[src/rtl/pcpi_pkg.sv]
// Shared definitions for the PCPI multiplier arbiter: RV32M opcode fields,
// FSM state encoding and the MUL-family instruction decoder.
package pcpi_pkg;

    localparam logic [6:0] OPCODE_OP     = 7'b0110011;
    localparam logic [6:0] FUNCT7_MULDIV = 7'b0000001;

    typedef enum logic [1:0] {
        ST_IDLE  = 2'd0,
        ST_ISSUE = 2'd1,
        ST_GAP   = 2'd2
    } state_e;

    // funct3[2]==0 selects MUL/MULH/MULHSU/MULHU; DIV/REM have funct3[2]==1.
    function automatic logic is_mul_insn(input logic [31:0] insn);
        return (insn[6:0] == OPCODE_OP) && (insn[31:25] == FUNCT7_MULDIV) && !insn[14];
    endfunction

endpackage

[src/rtl/rr_arbiter.sv]
// Combinational round-robin picker: the first asserted request at or after
// ptr_i (wrapping) wins, reported as one-hot grant plus binary index.
module rr_arbiter #(
    parameter  int N  = 2,
    localparam int PW = (N > 1) ? $clog2(N) : 1
) (
    input  logic [N-1:0]  req_i,
    input  logic [PW-1:0] ptr_i,
    output logic [N-1:0]  grant_o,
    output logic [PW-1:0] idx_o,
    output logic          any_o
);

    always_comb begin
        int          j;
        logic [PW-1:0] jj;
        grant_o = '0;
        idx_o   = '0;
        any_o   = 1'b0;
        j       = 0;
        jj      = '0;
        for (int k = 0; k < N; k++) begin
            j = int'(ptr_i) + k;
            if (j >= N) j = j - N;
            jj = PW'(j);
            if (!any_o && req_i[jj]) begin
                any_o       = 1'b1;
                grant_o[jj] = 1'b1;
                idx_o       = jj;
            end
        end
    end

endmodule

[src/rtl/pcpi_mul_arbiter.sv]
// Shares one PCPI multiplier between NUM_REQ PCPI requesters: decodes MUL-family
// instructions, arbitrates round-robin, drives the multiplier and routes results back.
module pcpi_mul_arbiter
    import pcpi_pkg::*;
#(
    parameter int NUM_REQ        = 2,
    parameter int TIMEOUT_CYCLES = 64
) (
    input  logic                    clk,
    input  logic                    resetn,
    input  logic [NUM_REQ-1:0]      req_valid,
    input  logic [NUM_REQ*32-1:0]   req_insn,
    input  logic [NUM_REQ*32-1:0]   req_rs1,
    input  logic [NUM_REQ*32-1:0]   req_rs2,
    output logic [NUM_REQ-1:0]      req_wr,
    output logic [NUM_REQ*32-1:0]   req_rd,
    output logic [NUM_REQ-1:0]      req_wait,
    output logic [NUM_REQ-1:0]      req_ready,
    output logic                    mul_valid,
    output logic [31:0]             mul_insn,
    output logic [31:0]             mul_rs1,
    output logic [31:0]             mul_rs2,
    input  logic                    mul_wr,
    input  logic [31:0]             mul_rd,
    input  logic                    mul_wait,
    input  logic                    mul_ready,
    output logic                    err_timeout
);

    localparam int PW = (NUM_REQ > 1) ? $clog2(NUM_REQ) : 1;
    localparam int TW = $clog2(TIMEOUT_CYCLES + 1);

    logic [NUM_REQ-1:0][31:0] insn_v, rs1_v, rs2_v;
    assign insn_v = req_insn;
    assign rs1_v  = req_rs1;
    assign rs2_v  = req_rs2;

    state_e                   state_q;
    logic [PW-1:0]            ptr_q, g_q;
    logic [TW-1:0]            timer_q;
    logic                     abandon_q;
    logic [NUM_REQ-1:0]       done_q;
    logic                     mul_valid_q;
    logic [31:0]              mul_insn_q, mul_rs1_q, mul_rs2_q;
    logic [NUM_REQ-1:0]       req_wr_q, req_wait_q, req_ready_q;
    logic [NUM_REQ-1:0][31:0] req_rd_q;
    logic                     err_q;

    // The multiplier's own wait is informational only; our req_wait covers the core.
    logic unused_mul_wait;
    assign unused_mul_wait = mul_wait;

    logic [NUM_REQ-1:0] claim;
    always_comb begin
        claim = '0;
        for (int i = 0; i < NUM_REQ; i++) begin
            claim[i] = req_valid[i] & is_mul_insn(insn_v[i]) & ~done_q[i];
        end
    end

    logic [NUM_REQ-1:0] pick_grant;
    logic [PW-1:0]      pick_idx;
    logic               pick_any;

    rr_arbiter #(.N(NUM_REQ)) u_rr (
        .req_i   (claim),
        .ptr_i   (ptr_q),
        .grant_o (pick_grant),
        .idx_o   (pick_idx),
        .any_o   (pick_any)
    );

    logic [31:0] sel_insn, sel_rs1, sel_rs2;
    always_comb begin
        sel_insn = '0;
        sel_rs1  = '0;
        sel_rs2  = '0;
        for (int i = 0; i < NUM_REQ; i++) begin
            if (pick_grant[i]) begin
                sel_insn = insn_v[i];
                sel_rs1  = rs1_v[i];
                sel_rs2  = rs2_v[i];
            end
        end
    end

    // Result is delivered only if the grantee has held valid for the whole op.
    logic          keep;
    logic [PW-1:0] next_ptr;
    assign keep     = !abandon_q && req_valid[g_q];
    assign next_ptr = (g_q == PW'(NUM_REQ - 1)) ? '0 : g_q + PW'(1);

    always_ff @(posedge clk or negedge resetn) begin
        if (!resetn) begin
            state_q     <= ST_IDLE;
            ptr_q       <= '0;
            g_q         <= '0;
            timer_q     <= '0;
            abandon_q   <= 1'b0;
            done_q      <= '0;
            mul_valid_q <= 1'b0;
            mul_insn_q  <= '0;
            mul_rs1_q   <= '0;
            mul_rs2_q   <= '0;
            req_wr_q    <= '0;
            req_wait_q  <= '0;
            req_ready_q <= '0;
            req_rd_q    <= '0;
            err_q       <= 1'b0;
        end else begin
            req_ready_q <= '0;
            req_wr_q    <= '0;
            req_wait_q  <= claim;
            done_q      <= done_q & req_valid;
            case (state_q)
                ST_IDLE: begin
                    if (pick_any) begin
                        g_q         <= pick_idx;
                        mul_insn_q  <= sel_insn;
                        mul_rs1_q   <= sel_rs1;
                        mul_rs2_q   <= sel_rs2;
                        mul_valid_q <= 1'b1;
                        timer_q     <= '0;
                        abandon_q   <= 1'b0;
                        state_q     <= ST_ISSUE;
                    end
                end
                ST_ISSUE: begin
                    if (!req_valid[g_q]) abandon_q <= 1'b1;
                    if (mul_ready) begin
                        mul_valid_q <= 1'b0;
                        ptr_q       <= next_ptr;
                        state_q     <= ST_GAP;
                        if (keep) begin
                            req_ready_q[g_q] <= 1'b1;
                            req_wr_q[g_q]    <= mul_wr;
                            req_rd_q[g_q]    <= mul_rd;
                            done_q[g_q]      <= 1'b1;
                            req_wait_q[g_q]  <= 1'b0;
                        end
                    end else if (timer_q == TW'(TIMEOUT_CYCLES - 1)) begin
                        // Abort: release the core with wr=0 rather than let it hang.
                        mul_valid_q <= 1'b0;
                        err_q       <= 1'b1;
                        ptr_q       <= next_ptr;
                        state_q     <= ST_GAP;
                        if (keep) begin
                            req_ready_q[g_q] <= 1'b1;
                            done_q[g_q]      <= 1'b1;
                            req_wait_q[g_q]  <= 1'b0;
                        end
                    end else begin
                        timer_q <= timer_q + TW'(1);
                    end
                end
                ST_GAP:  state_q <= ST_IDLE;
                default: state_q <= ST_IDLE;
            endcase
        end
    end

    assign mul_valid   = mul_valid_q;
    assign mul_insn    = mul_insn_q;
    assign mul_rs1     = mul_rs1_q;
    assign mul_rs2     = mul_rs2_q;
    assign req_wr      = req_wr_q;
    assign req_rd      = req_rd_q;
    assign req_wait    = req_wait_q;
    assign req_ready   = req_ready_q;
    assign err_timeout = err_q;

endmodule

[config.mk]
export PLATFORM = sky130hd
export DESIGN_NAME = pcpi_mul_arbiter
export DESIGN_NICKNAME = d
export VERILOG_FILES = /design/src/rtl/pcpi_pkg.sv /design/src/rtl/rr_arbiter.sv /design/src/rtl/pcpi_mul_arbiter.sv
export SDC_FILE = /design/constraint.sdc
export NUM_CORES = 1
export LEC_CHECK = 0
export ABC_AREA = 1
export CAP_MARGIN = 10
export CELL_PAD_IN_SITES_DETAIL_PLACEMENT = 0
export CELL_PAD_IN_SITES_GLOBAL_PLACEMENT = 1
export CORE_MARGIN = 2
export CORE_UTILIZATION = 29
export CTS_BUF_LIST = sky130_fd_sc_hd__clkbuf_4 sky130_fd_sc_hd__clkbuf_8 sky130_fd_sc_hd__clkbuf_16
export CTS_CLUSTER_SIZE = 30
export DETAILED_ROUTE_END_ITERATION = 10
export HOLD_SLACK_MARGIN = 0.06
export MAX_ROUTING_LAYER = met4
export PLACE_DENSITY_LB_ADDON = 0.1
export SLEW_MARGIN = 20
export SYNTH_ARGS = -nofsm -noshare
export SYNTH_HDL_FRONTEND = slang
export SYNTH_SLANG_ARGS = --single-unit
export TNS_END_PERCENT = 10
[constraint.sdc]
create_clock -name clk -period 2.1 [get_ports clk]
set_clock_uncertainty 0.15 [all_clocks]
set_input_delay 0.42 -clock clk [delete_from_list [all_inputs] [get_ports clk]]
set_output_delay 0.42 -clock clk [all_outputs]
set_load 0.05 [all_outputs]
---- Word level (Yosys, flattened, before mapping) ----
Index checks and enable logic that the tools add are counted.
operators by class
  $add $sub $neg .......................... 5
  order comparisons ....................... 8
  eq/ne operators ......................... 11
  multiplexer cells ....................... 62
  bitwise logic cells ..................... 13
  reduce and logical (&&, ||, !) cells .... 24
operators by type and width
  operator                                                     count
  2-to-1 mux 32 bit                                            7
  bitwise mux 64 bit                                           1
  2-to-1 mux 2 bit                                             20
  demux 32 bit (select 1 bit)                                  1
  2-to-1 mux 1 bit                                             23
  == test 7 x 6 -> 1 bit (second input constant)               3
  2-to-1 mux 7 bit                                             3
  == test 7 x 1 -> 1 bit (second input constant)               2
  case mux 7 bit (2 select lines)                              1
  AND reduction 3 bit                                          4
  logical AND 1 bit                                            9
  inequality test 2 bit (second input constant)                4
  adder 7 x 1 -> 7 bit (second input constant)                 1
  bitwise AND 2 bit                                            3
  less-than comparator 1 x 2 -> 1 bit (second input constant)  3
  AND reduction 2 bit                                          3
  bitwise AND 1 bit                                            4
  logical NOT 1 bit                                            4
  bitwise OR 2 bit                                             2
  case mux 1 bit (2 select lines)                              2
  case mux 2 bit (2 select lines)                              1
  AND reduction 4 bit                                          1
  nonzero test 2 bit                                           2
  demux 1 bit (select 1 bit)                                   3
  11 further kinds                                             16
word-level totals
  flip-flop bits (word level) ............. 182
  input port bits ......................... 231
  output and inout port bits .............. 168
  word-level logic and storage cells ...... 139

---- Logic depth before layout (Yosys ltp) ----
  depth after elaboration ................. 13
  gate-level depth with buffers ........... 11
  mapped depth without buffers ............ 10

---- Cells and area by module ----
Synthesis repeated with hierarchy kept, for this count alone.
second synthesis, totals
  cell total of the unflattened synthesis .. 926
  area, all modules ....................... 8,254.2 um^2
by module, submodules not included
  module            times used  cells an instance  area an instance (um^2)  seq. area each (um^2)
  pcpi_mul_arbiter  1           919                8,224.1                  4,554.4
  rr_arbiter        1           7                  30.0                     0.0

---- Worst setup path after synthesis ----
No wires, ideal clock.
  kind .................................... input port to flip-flop
  start point ............................. input req_valid[1]
  end point ............................... register req_rd_q, in the netlist req_rd[11]
  library setup time ...................... 0.073 ns
  arrival time ............................ 1.477 ns
  required time ........................... 1.877 ns
  setup slack ............................. 0.400 ns
  stages .................................. 9
  path buffers ............................ 1
  path through ............................ inv_1 > nand2_1 > o21ai_2 > nor2_4 > nand2_4 > nor3_4 > buf_6 > nor2_1 > a21oi_2
between the ends
  longest elaborated chain between the ends .. 4
RTL lines
  element                                              line                     text
  start: declaration                                   pcpi_mul_arbiter.sv:11   input logic [NUM_REQ-1:0] req_valid,
  2-to-1 mux 1 bit (implied by the code) (2 in a row)  pcpi_mul_arbiter.sv:90   assign keep = !abandon_q && req_valid[g_q];
  logical AND 1 bit                                    pcpi_mul_arbiter.sv:90
  AND reduction 3 bit (no line)                        n/a
  end signal: indexed assignment                       pcpi_mul_arbiter.sv:137  req_rd_q[g_q] <= mul_rd;
  end: declaration                                     pcpi_mul_arbiter.sv:46   logic [NUM_REQ-1:0][31:0] req_rd_q;
No other way between the ends. The select of a mux whose other input is x is not followed.
A chain may end at the register's enable or synchronous reset.

---- Worst setup path after layout ----
  start point ............................. input req_insn[25]
  end point ............................... register mul_insn_q[10], in the netlist mul_insn[10]
between the ends
  longest elaborated chain between the ends .. 13
  elaborated cells on any way between the ends .. 19
  classes of those cells .................. eq/ne: 1; mux: 10; bitwise: 3; reduce/logical: 5
RTL lines
  element                                              line                     text
  start: declaration                                   pcpi_mul_arbiter.sv:12   input logic [NUM_REQ*32-1:0] req_insn,
  == test 7 x 1 -> 1 bit (*)                           pcpi_pkg.sv:16           return (insn[6:0] == OPCODE_OP) && (insn[31:25] == FUNCT7_MULDIV) && !insn[14];
  logical AND 1 bit (*) (2 in a row)                   pcpi_pkg.sv:16
  bitwise AND 1 bit (*) (2 in a row)                   pcpi_mul_arbiter.sv:57   claim[i] = req_valid[i] & is_mul_insn(insn_v[i]) & ~done_q[i];
  2-to-1 mux 1 bit (implied by the code) (2 in a row)  rr_arbiter.sv:26         if (!any_o && req_i[jj]) begin
  2-to-1 mux 1 bit                                     rr_arbiter.sv:26
  logical NOT 1 bit                                    rr_arbiter.sv:26
  logical AND 1 bit                                    rr_arbiter.sv:26
  2-to-1 mux 2 bit                                     rr_arbiter.sv:26
  2-to-1 mux 32 bit (2 in a row)                       pcpi_mul_arbiter.sv:79   if (pick_grant[i]) begin
  end signal: assignment                               pcpi_mul_arbiter.sv:119  mul_insn_q <= sel_insn;
  end: declaration                                     pcpi_mul_arbiter.sv:44   logic [31:0] mul_insn_q, mul_rs1_q, mul_rs2_q;
Every way passes the cells marked *; elsewhere a longest branch is shown, timed or not. The select of a mux whose other input is x is not followed.

==> impl_metrics.env <==
export IMPL_status="finished, final reports clean"
export IMPL_cp_arrival_ps=2160
export IMPL_register_area_mm2=0.00455
export IMPL_grt_total_usage=0.194
export IMPL_grt_max_degree=66
export IMPL_area_delta_synth_final_pct=60.1
export IMPL_fmaxAchievable_mhz=513
export IMPL_final_cells=1877
export IMPL_cts_buffers=17
export IMPL_yosysMostFrequentCell="nand2_1"
export IMPL_clock_latency_ps=430
export IMPL_die_area_mm2=0.0307
export IMPL_place_congestion=0.797
export IMPL_clk_path_buf_depth=2
export IMPL_syn_avg_cell_area_um2=8.04
export IMPL_worst_r2r_endpoint="timer_q[5]$_DFFE_PN0P_"
export IMPL_syn_inst=1059
export IMPL_dp_slack_ps=-419
export IMPL_synth_area_mm2=0.00851
export IMPL_cts_tree="built"
export IMPL_via_count=8130
export IMPL_synthTopCellsByArea="dfrtp_1, nand3_1, nand2_1"
export IMPL_cp_cell_sequence="clkdlybuf4s50_1 -> inv_1 -> nor2_1 -> nand2_1 -> nor2_2 -> nand3_2 -> a21oi_4 -> buf_12 -> buf_16 -> nand3_1 -> nand3_1"
export IMPL_crit_fanout=35
export IMPL_core_mm2=0.0288
export IMPL_min_path_type="flop to flop"
export IMPL_drt_iter0_drc=362
export IMPL_critPathLaunchType="primary input"
export IMPL_clock_sinks=182
export IMPL_io_pins=399
export IMPL_fin_util=0.473
export IMPL_htreeDepth=4
export IMPL_wl_um=28800
export IMPL_path_class="primary input to flop"
export IMPL_fill_cells=2846
export IMPL_leakage_nw=7.21
export IMPL_cap_violations=0
export IMPL_dpl_hpwl_um=21500
export IMPL_synthesis_nets=1291
export IMPL_drt_wirelength_per_cell_um=15.4
export IMPL_final_area_mm2=0.0136
export IMPL_required_ps=2310
export IMPL_power_density_mw_per_mm2=542
export IMPL_r2r_setup_slack_ps=220
export IMPL_worstMarginPinSlew_ps=526
export IMPL_setup_viol=0
export IMPL_async_flop_share=1.00
export IMPL_ys_flop_type="dfrtp_1"
export IMPL_drtAntennaViolNets=0
export IMPL_synth_cell_types=27
export IMPL_die_width_um=175
export IMPL_start_util=0.296
export IMPL_cp_num_buf_inv=4
export IMPL_grt_pass1_wl_um=45200
export IMPL_synth_top_cell_by_area="dfrtp_1"
export IMPL_end_kind="flop"
export IMPL_firstDrtPassIters=4
export IMPL_placed_area_mm2=0.0131
export IMPL_fin_ws_ps=149
export IMPL_hold_viol_final=0
export IMPL_synth_top_area_frac=0.535
export IMPL_synth_edf_count=0
export IMPL_rsz0062_at_grt="false"
export IMPL_grt_pass1_vias=8126
export IMPL_layout_drive_gt1_share=0.159
export IMPL_worstSetupPathDepth=11
export IMPL_synth_common_cells="nand2_1, dfrtp_1, nand3_1"
export IMPL_timing_critical_path_mode_cell="nand3_1"
export IMPL_nNetsFinal=1709
export IMPL_cp_slowest_stage_delay_ps=460
export IMPL_rows=62
export IMPL_dp_cells=1841
export IMPL_port_buffers=397
export IMPL_routed_via_density=4.33
export IMPL_vdd_drop_max_v=0.000455
export IMPL_antenna_found_initial=2
export IMPL_cts_setup_buffers=0
export IMPL_worstSetupStartpoint="req_insn[25]"
export IMPL_crit_path_end="mul_insn[10]$_DFFE_PN0P_"
export IMPL_ff2ff_path_depth=9
export IMPL_crit_slowest_cell="clkdlybuf4s50_1"
export IMPL_seq_area_frac_synth=0.535
export IMPL_r2r_start="timer_q[0]$_DFFE_PN0P_"
export IMPL_crit_family="buffers and inverters"
export IMPL_finalMaxSlewViolations=0
export IMPL_slew_headroom=0.651
export IMPL_period_minus_slack_ps=1950
export IMPL_synth_seq_cells=182
export IMPL_yosysWarnings=0
export IMPL_multi_input_area_mm2=0.00303
export IMPL_cts_reportedPaths_clkPinSlew_ps=90
export IMPL_dieHeight_um=175
export IMPL_grt_ovfl_total=0
export IMPL_drc=0
export IMPL_holdWs_ps=316
export IMPL_min_period_over_period=0.929
export IMPL_clockRootBuffer="clkbuf_16"
[area by class of cell]
class,count,share of cell area
antenna,3,0.000551
clock buffer,17,0.0312
clock inverter,15,0.0117
inverter,159,0.0438
multi-input combinational,659,0.223
sequential,182,0.334
tap,384,0.0353
timing repair buffer,458,0.321
[metrics by stage]
step	power, mW	TNS (ps)
4_1_cts	7.51	0
2_1_floorplan	3.65	0
5_1_grt	7.69	0
3_5_place_dp	4.22	-42740
6_report	7.38	0
3_3_place_gp	4.22	-37150
[routing by layer]
| metal | global-route usage | routed length (µm) | up-vias |
|---|---|---|---|
| li1 | - | - | 4127 |
| met1 | 0.242 | 12300 | 3699 |
| met2 | 0.300 | 13400 | 279 |
| met3 | 0.0673 | 2550 | 25 |
| met4 | 0.0524 | 540 | 0 |
| met5 | - | 0 | - |
[worst min-delay path by stage]
stage,cells after the start,startpoint,end
floorplan,0,resetn,abandon_q$_DFFE_PN0P_
global placement,1,resetn,mul_insn[1]$_DFFE_PN0P_
detailed placement,1,resetn,mul_insn[5]$_DFFE_PN0P_
CTS,2,mul_insn[1]$_DFFE_PN0P_,mul_insn[1]$_DFFE_PN0P_
global route,1,err_timeout$_DFFE_PN0P_,err_timeout$_DFFE_PN0P_
finish,2,mul_insn[0]$_DFFE_PN0P_,mul_insn[0]$_DFFE_PN0P_
[state kept, by name (all words and copies together), names as in the netlist]
register,count
req_rd,64
mul_insn,32
mul_rs1,32
mul_rs2,32
timer_q,7
done_q,2
req_ready,2
req_wait,2
req_wr,2
state_q,2
abandon_q,1
err_timeout,1
g_q,1
mul_valid,1
ptr_q,1
[where the power goes]
group	total (mW)	internal (mW)	switching [mW]	leakage (nW)
combinational	0.634	0.424	0.210	4.47
sequential	3.50	3.50	0.000852	2.47
clock	3.24	1.60	1.64	0.278
total	7.38	5.52	1.85	7.21
[cells in the final DEF (no fill, tap or decap), drive strengths merged]
cell           synthesis  routed
clkbuf                13      18
clkinv                 0       5
buf                   46     157
nand4                  4       4
o22ai                  1       1
inv                  159     166
a21oi                 34      34
nor2                 153     153
nor3                   4       4
xor2                   3       3
o211ai                 2       2
ha                     1       1
clkinvlp               0       3
dfrtp                182     182
diode                  0       3
dlygate4sd2            0      71
dlygate4sd3            0       1
a21o                   1       1
o21ai                 41      41
nand2                233     233
clkdlybuf4s50          0     228
nor4                   1       1
nand3                181     181
[cell families after synthesis]
family	share of synthesized area
AO/OA/AOI/OAI	0.0603
XOR/XNOR	0.00309
adder cells (fa/ha/maj)	0.00147
buffers and inverters	0.113
flip-flops	0.535
AND/OR/NAND/NOR	0.287
[what timing repair did]
action                                  CTS  global route
hold buffers                              1             0
resized for setup                        71             6
endpoints found under the hold margin    47             0
endpoints found under the setup margin   71            95
cloned                                    0             0
[worst reg2reg max path, delay by kind of cell (launching register included)]
kind / cells / cell delay, ps
buffers and inverters: 2 / 280
and+or+nand+nor: 5 / 500
DFF: 1 / 410
adders and majority gates: 1 / 220
AOI/OAI and AO/OA: 1 / 220
Note: power is estimated with default switching activity, not from simulation.
